**src/rtl/traffic_light_ctrl.sv**
```systemverilog
`default_nettype none
// ============================================================================
// Module   : traffic_light_ctrl
// Brief    : Single-direction traffic light: 1 s prescaler, GREEN/YELLOW/RED
//            phase FSM with BCD countdown, and a flashing-yellow night mode.
// Revision : 1.0 - initial release
// ============================================================================

module traffic_light_ctrl #(
    parameter int TICK_DIV    = 50000000,
    parameter int GREEN_TIME  = 25,
    parameter int YELLOW_TIME = 3,
    parameter int RED_TIME    = 30
) (
    input  logic       clk,
    input  logic       rst_n,
    input  logic       enable,
    input  logic       nightMode,
    output logic [2:0] ledSingle,
    output logic [3:0] controlLed7Seg1,
    output logic [3:0] controlLed7Seg0,
    output logic       phaseDone
);

    localparam int            PW        = (TICK_DIV > 2) ? $clog2(TICK_DIV) : 1;
    localparam logic [PW-1:0] TICK_LAST = PW'(TICK_DIV - 1);

    localparam logic [3:0] GREEN_TENS   = 4'(GREEN_TIME / 10);
    localparam logic [3:0] GREEN_UNITS  = 4'(GREEN_TIME % 10);
    localparam logic [3:0] YELLOW_TENS  = 4'(YELLOW_TIME / 10);
    localparam logic [3:0] YELLOW_UNITS = 4'(YELLOW_TIME % 10);
    localparam logic [3:0] RED_TENS     = 4'(RED_TIME / 10);
    localparam logic [3:0] RED_UNITS    = 4'(RED_TIME % 10);

    localparam logic [2:0] LED_GREEN  = 3'b100;
    localparam logic [2:0] LED_YELLOW = 3'b010;
    localparam logic [2:0] LED_RED    = 3'b001;
    localparam logic [2:0] LED_OFF    = 3'b000;

    typedef enum logic [1:0] {
        ST_GREEN  = 2'd0,
        ST_YELLOW = 2'd1,
        ST_RED    = 2'd2,
        ST_NIGHT  = 2'd3
    } state_t;

    state_t        state;
    logic [PW-1:0] presc;
    logic          flash;
    logic          tick;
    logic          last_second;

    assign tick        = (presc == TICK_LAST);
    assign last_second = (controlLed7Seg1 == 4'd0) && (controlLed7Seg0 == 4'd1);

    always_ff @(posedge clk or negedge rst_n) begin
        if (!rst_n) begin
            state           <= ST_RED;
            presc           <= '0;
            flash           <= 1'b0;
            ledSingle       <= LED_RED;
            controlLed7Seg1 <= RED_TENS;
            controlLed7Seg0 <= RED_UNITS;
            phaseDone       <= 1'b0;
        end else begin
            // phaseDone is a strobe, so it drops even while the rest is frozen
            phaseDone <= 1'b0;
            if (enable) begin
                if (state != ST_NIGHT && nightMode) begin
                    state           <= ST_NIGHT;
                    presc           <= '0;
                    flash           <= 1'b1;
                    ledSingle       <= LED_YELLOW;
                    controlLed7Seg1 <= 4'd0;
                    controlLed7Seg0 <= 4'd0;
                end else if (state == ST_NIGHT && !nightMode) begin
                    state           <= ST_RED;
                    presc           <= '0;
                    flash           <= 1'b0;
                    ledSingle       <= LED_RED;
                    controlLed7Seg1 <= RED_TENS;
                    controlLed7Seg0 <= RED_UNITS;
                end else begin
                    presc <= tick ? '0 : presc + PW'(1);
                    if (tick) begin
                        if (state == ST_NIGHT) begin
                            flash     <= ~flash;
                            ledSingle <= flash ? LED_OFF : LED_YELLOW;
                        end else if (last_second) begin
                            phaseDone <= 1'b1;
                            case (state)
                                ST_GREEN: begin
                                    state           <= ST_YELLOW;
                                    ledSingle       <= LED_YELLOW;
                                    controlLed7Seg1 <= YELLOW_TENS;
                                    controlLed7Seg0 <= YELLOW_UNITS;
                                end
                                ST_YELLOW: begin
                                    state           <= ST_RED;
                                    ledSingle       <= LED_RED;
                                    controlLed7Seg1 <= RED_TENS;
                                    controlLed7Seg0 <= RED_UNITS;
                                end
                                default: begin
                                    state           <= ST_GREEN;
                                    ledSingle       <= LED_GREEN;
                                    controlLed7Seg1 <= GREEN_TENS;
                                    controlLed7Seg0 <= GREEN_UNITS;
                                end
                            endcase
                        end else if (controlLed7Seg0 == 4'd0) begin
                            controlLed7Seg0 <= 4'd9;
                            controlLed7Seg1 <= controlLed7Seg1 - 4'd1;
                        end else begin
                            controlLed7Seg0 <= controlLed7Seg0 - 4'd1;
                        end
                    end
                end
            end
        end
    end

endmodule

`default_nettype wire
```
**config.mk**
```make
export PLATFORM = sky130hd
export DESIGN_NAME = traffic_light_ctrl
export DESIGN_NICKNAME = d
export VERILOG_FILES = /design/src/rtl/traffic_light_ctrl.sv
export SDC_FILE = /design/constraint.sdc
export NUM_CORES = 1
export LEC_CHECK = 0
export BUFFER_PORTS_ARGS = -buffer_cell sky130_fd_sc_hd__buf_4
export CAP_MARGIN = 20
export CELL_PAD_IN_SITES_DETAIL_PLACEMENT = 1
export CELL_PAD_IN_SITES_GLOBAL_PLACEMENT = 1
export CORE_MARGIN = 5
export CORE_UTILIZATION = 42
export DETAILED_ROUTE_END_ITERATION = 6
export MAX_ROUTING_LAYER = met4
export PLACE_DENSITY_LB_ADDON = 0.12
export SLEW_MARGIN = 20
export SYNTH_ARGS = -nofsm -noshare
export SYNTH_HDL_FRONTEND = slang
export SYNTH_SLANG_ARGS = --single-unit
```
**constraint.sdc**
```tcl
create_clock -name clk -period 2.18 [get_ports clk]
set_clock_uncertainty 0.2 [all_clocks]
set_input_delay 0.436 -clock clk [delete_from_list [all_inputs] [get_ports clk]]
set_output_delay 0.436 -clock clk [all_outputs]
set_load 0.02 [all_outputs]
```
==> out/metrics.yaml <==
result_of_the_run: "finished, violations left"
failed_checks: "negative setup slack"
tritoncts_clock_tree: "yes"
timing.slew.headroom: 0.6392
reg2reg_depth: 7
setup_viol: 1
dr_vias_cell: 5.580
cts.reportedPaths.clkPinSlew_ns: 0.09
crit_path_start_kind: "flop"
synth-seq-area-share: 0.4230
net_sw_power_mw: 0.9623
p_leak_nw: 1.381
syn_nets: 269
final_hold_viol_count: 0
post-dp-hpwl_um: 4707
detailedRoute.firstIterationViolations: 103
port_buffers: 15
drt_drc_violations_left: 0
critical_path.endpoint_type: "flop"
total_power_mw: 2.582
syn_area_sq_mm: 0.002437
max_cap_violations: 0
post_synth_main_area_contributors: "dfrtp_1, xor2_1, nor2_1"
design.portCount: 16
grt_start_max_net_pins: 42
clock.fmax_mhz: 457.9
swShare: 0.3727
worstReg2RegStart: "controlLed7Seg1[0]"
timing_worst_setup_path_type: "flop to flop"
grt_antenna_before_repair: 0
initial_standard_cell_utilization_of_the_core: 0.4373
setup_repair_after_global_routing_missed_its_margin: "true"
grt_use_total: 0.1931
min_path_type: "input pin to flop"
layout-drive-gt1-share: 0.3301
ys_ff_latch: 41
die-area_sq_mm: 0.007427
cp.required_ns: 2.18
core_sq_mm: 0.005574
clk_latency_ns: 0.31
place.gp.congestion: 0.7898
vias: 2126
die_extent_in_y_um: 86.18
setup_tns_ns: -0.004122
critPathCapture: "ledSingle[1]"
wire_length_of_the_first_global_routing_pass_um: 11160
power.internal_mw: 1.619
rows: 27
synth.distinct_cells: 58
post_synth.cell_area_avg_sq_um: 9.303
worstPathMaxFanout: 7
library_cell_occupying_the_most_area_in_the_post_synthesis_netlist: "dfrtp_1"
clock_power_share: 0.209
floorplan.die.width_um: 86.18
grt.overflow.total: 0
detail_route.first_pass.iterations: 4
cts_num_sinks: 41
period_minus_slack_ns: 2.184
average_wire_per_standard_cell_um: 17.04
postSynthCellCount: 262
finalNetCount: 315
cp-startpoint: "controlLed7Seg1[0]"
reg2reg_to: "ledSingle[1]"
ir_drop_worst_case_vdd_v: 0.0005724
htree_levels: 2
final_critical_path_setup_slack_ns: -0.004122
n_antenna_cell: 0
sequential_cell_fraction_of_total_power: 0.361
ys_async_sr_fraction: 1.000
dp_worst_setup_slack_ns: -0.07376
synth_top_flop_cell: "dfrtp_1"
synth_edf_count: 0
clockRootBuffer: "clkbuf_8"
timing_max_transition_violations_final: 0
layout_worst_path_cycle_share: 1.002
power.combinational.fraction: 0.430
tightestPinTransition_ns: 0.5412
power_density_over_the_cells_mw_per_mm2: 859.0
cp.arrival_ns: 2.18
rrSetupSlack_ns: -0.004
wirelength_um: 6493
yosys_warnings: 0
synthDominantCellAreaShare: 0.3799
first_global_vias: 2210
numCtsBuffers: 5
ant_nets: 0
clock_path_buffers: 2
layout-area-overhead-vs-synth_pct: 23.31
==> area by class of cell <==
type                       instances  area (sq um)
fill                             654          2569
multi-input combinational        197          1331
sequential                        41          1036
timing repair buffer              54         420.4
tap                               72         90.09
clock buffer                       5         68.82
inverter                           9         33.78
clock inverter                     3         25.02
==> sequential cells by signal, indices dropped and copies added (netlist names) <==
name             flops
controlLed7Seg0      4
state                2
phaseDone            1
controlLed7Seg1      4
flash                1
presc               26
ledSingle            3
==> synth_stat cells (4+ instances only) <==
cell type / number
nand4_1: 11
dfrtp_1: 37
a31o_2: 5
xor2_1: 19
buf_6: 4
clkbuf_1: 9
a21oi_1: 13
a31oi_1: 4
nand2_1: 17
dfstp_2: 4
and3_1: 8
nor3_1: 4
nand3_1: 13
o21ai_0: 11
and3_2: 4
nor2_1: 29
inv_1: 9
==> worst max-delay path, cell delays in order (launching register included) <==
cell and delay, ns:
dfstp_2 0.38, inv_2 0.05, ha_1 0.13, or3b_4 0.38, or2_4 0.30, nor3_4 0.18, o211ai_2 0.14, mux2_4 0.32
==> how the worst min path moves through the flow <==
stage | start | to | depth (start not counted)
after global placement | rst_n | presc[14] | 1
after global routing | enable | presc[1] | 2
after detailed placement | rst_n | presc[12] | 1
final | enable | state[1] | 3
after CTS | enable | state[1] | 3
after floorplan | rst_n | controlLed7Seg0[0] | 0
==> metrics by stage <==
| stage | instance area, sq um | utilization | hold WS (ns) | std cells |
|---|---|---|---|---|
| 2_1_floorplan | 2446 | - | -0.05959 | 262 |
| 3_3_place_gp | 2833 | 0.5082 | 0.2508 | 370 |
| 3_5_place_dp | 2833 | 0.5082 | 0.2574 | 370 |
| 4_1_cts | 2954 | 0.5300 | 0.2889 | 379 |
| 5_1_grt | 3005 | 0.5392 | 0.3190 | 381 |
| 6_report | 3005 | 0.5392 | 0.2943 | 381 |
==> power by group through the flow <==
stage,clock [mW],sequential [mW],combinational (mW)
4_1_cts,0.564,0.932,1.07
6_report,0.541,0.932,1.11
3_5_place_dp,0,0.947,1.03
3_3_place_gp,0,0.937,1.01
2_1_floorplan,0,1.05,0.462
5_1_grt,0.613,0.943,1.21
==> repair_timing <==
action / CTS / global route
endpoints found under the setup margin: 9 / 19
cloned: 0 / 0
endpoints found under the hold margin: 37 / 0
gates resized for setup: 4 / 6
hold buffers: 1 / 0
pin swaps: 0 / 4
setup buffers: 0 / 2
==> layer usage <==
layer / wire length (um) / GRT usage / up-vias
met2: 2945 / 0.2873 / 22
li1: - / - / 1034
met1: 3327 / 0.2767 / 1065
met5: 0 / - / -
met4: 63 / 0.04391 / 0
met3: 157 / 0.03137 / 5
==> kinds of logic after synthesis <==
group                      share of synthesized area
xor gates and xnor gates                     0.07906
buffers and inverters                        0.05389
adders and majority gates                    0.01540
DFF                                           0.4230
and+or+nand+nor                               0.2515
muxes                                        0.01437
AOI/OAI and AO/OA                             0.1627
==> cells in the final DEF, fill, tap and decap left out, drive strengths merged, types with 11 or more instances in the layout <==
| master | count |
|---|---|
| buf | 53 |
| dfrtp | 37 |
| nor2 | 29 |
| xor2 | 19 |
| nand2 | 17 |
| nand3 | 13 |
| a21oi | 13 |
| and3 | 12 |
| nand4 | 11 |
| o21ai | 11 |
| inv | 11 |
(Power assumes the default switching activity.)
